[src/rtl/dmem_pkg.sv]
// Shared types and widths for the data-memory store buffer.
package dmem_pkg;

    localparam int unsigned DMEM_AW = 8;
    localparam int unsigned DMEM_DW = 32;
    localparam int unsigned DMEM_NB = DMEM_DW / 8;

    typedef struct packed {
        logic [DMEM_AW-1:0] addr;
        logic [DMEM_NB-1:0] mask;
        logic [DMEM_DW-1:0] data;
    } sb_entry_t;

endpackage

[src/rtl/sb_fwd_merge.sv]
// Per-byte youngest-match select over the pending stores, used to forward
// queued data to a load that hits an address still sitting in the buffer.
module sb_fwd_merge
    import dmem_pkg::*;
#(
    parameter int unsigned DEPTH = 4,
    parameter int unsigned PW    = $clog2(DEPTH)
) (
    input  sb_entry_t [DEPTH-1:0] entries,
    input  logic [DEPTH-1:0]      valid,
    input  logic [PW-1:0]         head,
    input  logic [DMEM_AW-1:0]    raddr,
    output logic [DMEM_NB-1:0]    fwd_mask,
    output logic [DMEM_DW-1:0]    fwd_data
);

    logic [PW-1:0] idx;

    // Walk oldest to youngest so later matches overwrite earlier ones.
    always_comb begin
        fwd_mask = '0;
        fwd_data = '0;
        idx      = '0;
        for (int unsigned k = 0; k < DEPTH; k++) begin
            idx = head + PW'(k);
            if (valid[idx] && (entries[idx].addr == raddr)) begin
                for (int unsigned b = 0; b < DMEM_NB; b++) begin
                    if (entries[idx].mask[b]) begin
                        fwd_mask[b]          = 1'b1;
                        fwd_data[b*8 +: 8]   = entries[idx].data[b*8 +: 8];
                    end
                end
            end
        end
    end

endmodule

[src/rtl/dmem_store_buffer.sv]
// Posted-write store buffer: queues core stores, drains one per cycle to SRAM
// port 0, and merges pending store bytes into loads served by SRAM port 1.
module dmem_store_buffer
    import dmem_pkg::*;
#(
    parameter int unsigned DEPTH = 4,
    parameter int unsigned AW    = DMEM_AW,
    parameter int unsigned DW    = DMEM_DW
) (
    input  logic            clk_i,
    input  logic            reset_i,
    input  logic            core_csb_write_i,
    input  logic [DW/8-1:0] core_wmask_i,
    input  logic [AW-1:0]   core_waddr_i,
    input  logic [DW-1:0]   core_din_i,
    input  logic            core_csb_read_i,
    input  logic [AW-1:0]   core_raddr_i,
    output logic [DW-1:0]   core_dout_o,
    output logic            sb_full_o,
    output logic            sb_empty_o,
    output logic            sram_csb0_o,
    output logic [DW/8-1:0] sram_wmask0_o,
    output logic [AW-1:0]   sram_addr0_o,
    output logic [DW-1:0]   sram_din0_o,
    output logic            sram_csb1_o,
    output logic [AW-1:0]   sram_addr1_o,
    input  logic [DW-1:0]   sram_dout1_i
);

    localparam int unsigned NB = DW / 8;
    localparam int unsigned PW = $clog2(DEPTH);
    localparam int unsigned CW = PW + 1;

    sb_entry_t [DEPTH-1:0] entries;
    sb_entry_t             head_entry;
    logic [DEPTH-1:0]      valid;
    logic [PW-1:0]         head;
    logic [PW-1:0]         tail;
    logic [CW-1:0]         count;
    logic [NB-1:0]         fwd_mask;
    logic [NB-1:0]         fwd_mask_q;
    logic [DW-1:0]         fwd_data;
    logic [DW-1:0]         fwd_data_q;
    logic                  hold;
    logic                  push;
    logic                  pop;

    assign head_entry = entries[head];
    assign sb_empty_o = (count == '0);
    assign sb_full_o  = (count == CW'(DEPTH));

    // A pending write to the address being read must wait: the SRAM read port
    // returns pre-write data, and the forward path already covers that load.
    assign hold = !core_csb_read_i && (core_raddr_i == head_entry.addr);
    assign pop  = !sb_empty_o && !hold;
    assign push = !core_csb_write_i && !sb_full_o;

    assign sram_csb0_o   = !pop;
    assign sram_wmask0_o = head_entry.mask;
    assign sram_addr0_o  = head_entry.addr;
    assign sram_din0_o   = head_entry.data;
    assign sram_csb1_o   = core_csb_read_i;
    assign sram_addr1_o  = core_raddr_i;

    sb_fwd_merge #(
        .DEPTH (DEPTH),
        .PW    (PW)
    ) u_fwd_merge (
        .entries  (entries),
        .valid    (valid),
        .head     (head),
        .raddr    (core_raddr_i),
        .fwd_mask (fwd_mask),
        .fwd_data (fwd_data)
    );

    always_ff @(posedge clk_i or negedge reset_i) begin
        if (!reset_i) begin
            entries    <= '0;
            valid      <= '0;
            head       <= '0;
            tail       <= '0;
            count      <= '0;
            fwd_mask_q <= '0;
            fwd_data_q <= '0;
        end else begin
            if (push) begin
                entries[tail] <= '{addr: core_waddr_i, mask: core_wmask_i, data: core_din_i};
                valid[tail]   <= 1'b1;
                tail          <= tail + PW'(1);
            end
            if (pop) begin
                valid[head] <= 1'b0;
                head        <= head + PW'(1);
            end
            count      <= count + CW'(push) - CW'(pop);
            fwd_mask_q <= core_csb_read_i ? '0 : fwd_mask;
            fwd_data_q <= fwd_data;
        end
    end

    // Forwarded bytes override the SRAM read data one cycle after the load.
    always_comb begin
        core_dout_o = sram_dout1_i;
        for (int unsigned b = 0; b < NB; b++) begin
            if (fwd_mask_q[b]) begin
                core_dout_o[b*8 +: 8] = fwd_data_q[b*8 +: 8];
            end
        end
    end

endmodule

[config.mk]
export PLATFORM = sky130hd
export DESIGN_NAME = dmem_store_buffer
export DESIGN_NICKNAME = d
export VERILOG_FILES = /design/src/rtl/dmem_pkg.sv /design/src/rtl/sb_fwd_merge.sv /design/src/rtl/dmem_store_buffer.sv
export SDC_FILE = /design/constraint.sdc
export NUM_CORES = 1
export LEC_CHECK = 0
export BUFFER_PORTS_ARGS = -buffer_cell sky130_fd_sc_hd__buf_2
export CORE_MARGIN = 2
export CORE_UTILIZATION = 53
export DETAILED_ROUTE_END_ITERATION = 6
export GPL_ROUTABILITY_DRIVEN = 0
export HOLD_SLACK_MARGIN = 0.08
export PLACE_DENSITY = 0.8
export SKIP_CTS_REPAIR_TIMING = 1
export SYNTH_ARGS = -nofsm -noshare
export SYNTH_HDL_FRONTEND = slang
export SYNTH_SLANG_ARGS = --single-unit
[constraint.sdc]
create_clock -name clk_i -period 4.32 [get_ports clk_i]
set_input_delay 0.216 -clock clk_i [delete_from_list [all_inputs] [get_ports clk_i]]
set_output_delay 0.216 -clock clk_i [all_outputs]
set_load 0.01 [all_outputs]
== Word level (Yosys, flattened, before mapping) ==
Index checks and enable logic that the tools add are counted.

* Add/sub/neg operators: 6
* Multiply operators: 0
* Divide/modulo/power cells: 0
* $lt $le $gt $ge: 7
* Eq/ne operators: 6
* Shifts and indexed selects: 0
* Mux-type cells: 70
* Bitwise logic cells: 3
* Reductions and logical operators: 16

{| class="wikitable"
|+ Operators by type and width
! operator !! count
|-
| $bmux W44 S2 || 4
|-
| $mux W44 || 5
|-
| $bwmux W176 || 1
|-
| $mux W8 || 20
|-
| $mux W32 || 4
|-
| $demux W44 S2 || 1
|-
| $eq A8 B8 Y1 || 5
|-
| $mux W4 || 7
|-
| $mux W1 || 22
|-
| $lt A2 B3 Y1 const B || 5
|-
| $logic_and A1 B1 Y1 || 9
|-
| $bmux W1 S2 || 4
|-
| $logic_not A1 Y1 || 6
|-
| $add A2 B1 Y2 const B || 2
|-
| $add A2 B2 Y2 const B || 2
|-
| $and A4 B4 Y4 || 1
|-
| $demux W1 S2 || 2
|-
| $ge A2 B1 Y1 const B || 2
|-
| $not A4 Y4 || 1
|-
| $or A4 B4 Y4 || 1
|-
| $add A3 B1 Y3 || 1
|-
| $eq A3 B3 Y1 const B || 1
|-
| $logic_not A3 Y1 || 1
|-
| $sub A3 B1 Y3 || 1
|}

* Flip-flop bits (word level): 223
* Latch bits: 0
* RAM bits: 0
* Bits in read-only memories: 0
* Output and inout bits: 88
* Word-level logic and storage cells: 126
* Memories: 0

== Logic depth before layout (Yosys ltp) ==
* Word-level depth: 12
* Depth in mapped cells: 19

== By module ==
A second synthesis with hierarchy kept.

* Cells, all modules: 1449
* Area total of the unflattened synthesis: 16050.4 um^2

{| class="wikitable"
|+ By module, submodules not included
! module !! instances !! cells each !! area an instance (um^2) !! sequential area each (um^2)
|-
| dmem_store_buffer || 1 || 581 || 9646.8 || 5580.4
|-
| sb_fwd_merge || 1 || 868 || 6403.6 || 0.0
|}

== Worst setup path before layout ==
Ideal clock, no wire load.

* Path kind: reg-to-reg
* Start point: reg head[1]
* End point: reg fwd_data_q[29]
* Library setup time: 127 ps
* Data arrival time: 4177 ps
* Path slack: 16 ps
* Cell stages (with the launch flop): 16
* Path buffers: 10
* Period minus slack after synthesis: 4304 ps
* Cells stage by stage: dfrtp_1 buf_2 buf_2 buf_2 buf_1 buf_1 inv_1 ha_1 buf_4 buf_4 buf_4 buf_4 buf_1 mux4_2 a221oi_1 nor2_1

* Cells in the longest elaborated chain, start to end: 11
* Elaborated cells between the ends (all ways): 35
* Those cells by class: add/sub: 3; eq/ne: 4; mux: 24; reduce/logical: 4

{| class="wikitable"
|+ RTL lines
! item !! line !! text
|-
| from (decl) || dmem_store_buffer.sv:37 || <nowiki>logic [PW-1:0] head;</nowiki>
|-
| from (signal assigned) || dmem_store_buffer.sv:94 || <nowiki>head <= head + PW'(1);</nowiki>
|-
| branches (longest 10 deep; another with $add A2 B1 Y2) || -- ||
|-
| $mux W32 (*) || sb_fwd_merge.sv:26 || <nowiki>if (valid[idx] && (entries[idx].addr == raddr)) begin</nowiki>
|-
| named net fwd_data[29] || dmem_store_buffer.sv:42 || <nowiki>logic [DW-1:0] fwd_data;</nowiki>
|-
| to (signal assigned) || dmem_store_buffer.sv:98 || <nowiki>fwd_data_q <= fwd_data;</nowiki>
|-
| to (decl) || dmem_store_buffer.sv:43 || <nowiki>logic [DW-1:0] fwd_data_q;</nowiki>
|}

Mark *: on every way through the listed nets, which the timed path passes. The select of a mux whose other input is x is not followed.
A chain may end at the register's enable or synchronous reset.

== Worst setup path after layout ==
* Start point: reg head[0]
* End point: reg fwd_data_q[4]

* Elaborated cells between the ends (all ways): 35
* Those cells by class: add/sub: 3; eq/ne: 4; mux: 24; reduce/logical: 4

{| class="wikitable"
|+ RTL lines
! item !! line !! text
|-
| $add A2 B2 Y2 (*) || sb_fwd_merge.sv:25 || <nowiki>idx = head + PW'(k);</nowiki>
|-
| named net u_fwd_merge.idx[0] || sb_fwd_merge.sv:17 || <nowiki>logic [PW-1:0] idx;</nowiki>
|-
| $bmux W44 S2 || sb_fwd_merge.sv:26, sb_fwd_merge.sv:28, sb_fwd_merge.sv:30 ||
|-
| $mux W44 (not written as such) || sb_fwd_merge.sv:28 || <nowiki>if (entries[idx].mask[b]) begin</nowiki>
|-
| $eq A8 B8 Y1 || sb_fwd_merge.sv:26 ||
|-
| $logic_and A1 B1 Y1 || sb_fwd_merge.sv:26 ||
|-
| $mux W32 (*) || sb_fwd_merge.sv:26 ||
|-
| named net fwd_data[4] || dmem_store_buffer.sv:42 ||
|}

The timed path passes the listed nets; every way through them passes the cells marked *. The select of a mux whose other input is x is not followed.

==> qor.csv <==
stage,metric,value,unit
global_route,Congestion Overflow GR,0,
final_layout,P&R area growth vs syn,16.1,%
power_and_ir_drop,power density cells,867,nW/um2
final_layout,Layout Utilization,62.8,%
setup_path,worst path required time,4.76,ns
detailed_routing,vias per inst,6.59,
floorplanning,Die ar.,28000,um2
setup_path,crit path cell chain,"inv_1, ha_4, mux4_2, xor2_1, nor4_4, nand4_2, nand3_1, o22ai_1, nor2_1",
detailed_routing,vias,9792,
synth,sequential share of the synthesized area,39.5,%
synth,synthesized area,14100,um2
placed_design,Detail Placement HPWL,22900,um
power_and_ir_drop,Internal Power,8.78,mW
setup_path,CP Launch Type,register,
clocking,H-tree levels,1,
synth,Yosys warning count,0,
setup_path,Critical Path Max Stage Delay,0.75,ns
floorplanning,Ports,176,
sta,Final WS setup,0.261,ns
power_and_ir_drop,Reg power frac,29.8,%
final_layout,Fillers,1947,
sta,Setup-failing EPs final,0,
floorplanning,Die X,167,um
synth,library cells used by synthesis,40,
placed_design,worst slack at placement,0.318,ns
final_layout,Nets,1238,
synth,Post-synth ARST share,100,%
synth,ys flop type,dfrtp_1,
detailed_routing,final wirelength,34500,um
clocking,Num CTS Buffers,26,
global_route,largest net degree at the start of global routing,145,
final_layout,post-layout instance count excluding filler cells,1486,
setup_path,critical path class,register to register,
synth,Gate Count Post-Synth,956,
sta,Final Skew,0.0295,ns
outcome,status,"finished, violations left",
placed_design,Port-buffer cells,175,
final_layout,most frequent cells in the layout,"dfrtp_1 (221), mux2_2 (209), buf_2 (174), mux4_2 (173), dlygate4sd3_1 (46)",
detailed_routing,Avg WL per Cell,23.2,um
detailed_routing,drt initial violations,815,
sta,slew at the pin closest to its max-slew limit,1.12,ns
sta,Hold Fails Final Rpt,0,
sta,final critical-path share of the clock period,94.0,%
detailed_routing,"antenna viol nets, final",0,
clocking,TritonCTS clock tree,built,
floorplanning,Chip Height,167,um
power_and_ir_drop,NetSw,5.44,mW
power_and_ir_drop,switch share,38.3,%
final_layout,ratio of cells with drive above 1 in the final layout,55.1,%
sta,Max Slew Vio Count,0,
sta,Max-slew headroom,25.2,%
detailed_routing,DRC viols,9,
sta,Min Hold Slack,0.0711,ns
synth,"EDFF count, synth",0,
clocking,CTS root buf,clkbuf_16,
power_and_ir_drop,LEAKAGE,6.69,nW
synth,Yosys reg bits,223,
global_route,initial antenna violation count,1,
placed_design,placed insts,1400,
min_path,Hold Path Class,input pin to register,
placed_design,Placed Instance Area,15200,um2
floorplanning,Starting Density,54.0,%
detailed_routing,number of iterations in the first detailed-routing pass,7,
power_and_ir_drop,Pwr Total,14.2,mW
run,Max Cap Viol,0,
setup_path,R2R setup slack,0.26,ns
setup_path,critical path's slowest cell,dfrtp_4,
sta,max frequency,246,MHz
setup_path,CP Max Fanout,31,
synth,syn nets,1055,
synth,mean post-synth cell area,14.8,um2
setup_path,Setup crit end kind,register,
global_route,first-pass GRT wire length,54900,um
sta,Total Neg Setup Slack,0,ns
clocking,Max Buffers Root-to-Sink,3,
clocking,clock latency on the worst-skew pair,0.55,ns
setup_path,Worst EP arrival,4.50,ns
floorplanning,Core Box Area,26100,um2
global_route,Total GRT Usage,24.7,%
final_layout,post-route cell area,16400,um2
power_and_ir_drop,clock power share,14.1,%
global_route,vias in the first global route,9804,
power_and_ir_drop,worst vdd ir,0.468,mV
outcome,violated checks,design-rule violations,
final_layout,"most common cell after layout, fill and taps aside",dfrtp_1,
sta,min Tclk post-route,4.06,ns
floorplanning,row count,59,
sta,RSZ-0062 raised after global routing,false,
clocking,clock sinks,223,
power_and_ir_drop,power share of the combinational group,56.1,%
clocking,clock-pin slew on the worst setup and hold paths,0.06,ns
cell families after synthesis:
group,synth area share (%)
DFF,39.5
muxes,44.7
adders and majority gates,1.03
AOI/OAI and AO/OA,4.77
buffers and inverters,3.30
xor gates and xnor gates,2.79
and+or+nand+nor,3.85
state kept, by name (all words and copies together) (netlist names):
register	count
entries	176
fwd_data_q	32
fwd_mask_q	4
valid	4
count	3
head	2
tail	2
critical path, delay by kind of cell, from the launching register on:
| family | cells | cell delay, ns |
|---|---|---|
| simple gates | 4 | 1.60 |
| flops | 1 | 0.75 |
| fa+ha+maj | 1 | 0.58 |
| mux | 1 | 0.39 |
| buf+inv | 1 | 0.28 |
| xor+xnor | 1 | 0.18 |
| compound gates | 1 | 0.17 |
cell type report:
class	instances	area, um2	area share [%]
multi-input cells	637	8100	49.4
flip-flops and latches	223	5590	34.1
repair buffers	241	1500	9.13
clock buffers	36	728	4.44
well taps	335	419	2.56
inverters	10	37.5	0.229
clock inverters	3	26.3	0.160
diodes	1	2.50	0.0153
power groups by stage:
stage                     Combinational, mW  Sequential [mW]  Clock, mW
after floorplan                        6.58             3.73          0
after global placement                 7.76             4.12          0
after detailed placement               7.92             4.22          0
after CTS                              7.97             4.21       2.03
after global routing                   8.51             4.40       2.12
final                                  7.98             4.23       2.01
synth_stat cells, types with 5 or more instances:
master,number,area share (%)
and2_1,8,0.35
xor2_1,28,1.7
xnor2_1,17,1.1
mux2_2,209,17
a21boi_0,5,0.27
buf_4,18,0.96
o22ai_1,32,1.4
buf_2,19,0.67
buf_1,12,0.32
nand2_1,29,0.77
a221oi_1,17,1.1
inv_1,10,0.27
a31oi_1,5,0.22
mux2i_1,7,0.50
nor2_1,27,0.72
clkbuf_1,35,0.93
ha_1,10,0.89
nand3_1,9,0.32
a21oi_1,23,0.82
mux4_2,173,28
dfrtp_1,223,40
per-layer routing:
layer	wire, um	track usage, %
met1	13900	33.6
met2	17500	41.2
met5	0	0
met3	2160	3.78
met4	997	8.05
final timing paths:
path                                          start                  endpoint  depth (start not counted)
worst max-delay path            head[0]$_DFFE_PN0N_   fwd_data_q[4]$_DFF_PN0_                          9
worst min-delay path               core_csb_write_i       tail[0]$_DFFE_PN0P_                          3
worst max register to register  head[0]$_DFFE_PN0N_   fwd_data_q[4]$_DFF_PN0_                          9
worst min register to register   count[2]$_DFF_PN0_        count[2]$_DFF_PN0_                          1
max in group asynchronous                   reset_i    entries[3]$_DFFE_PN0P_                          3
min in group asynchronous                   reset_i  entries[170]$_DFFE_PN0P_                          2
No activity file was read; power rests on OpenSTA's default activity.
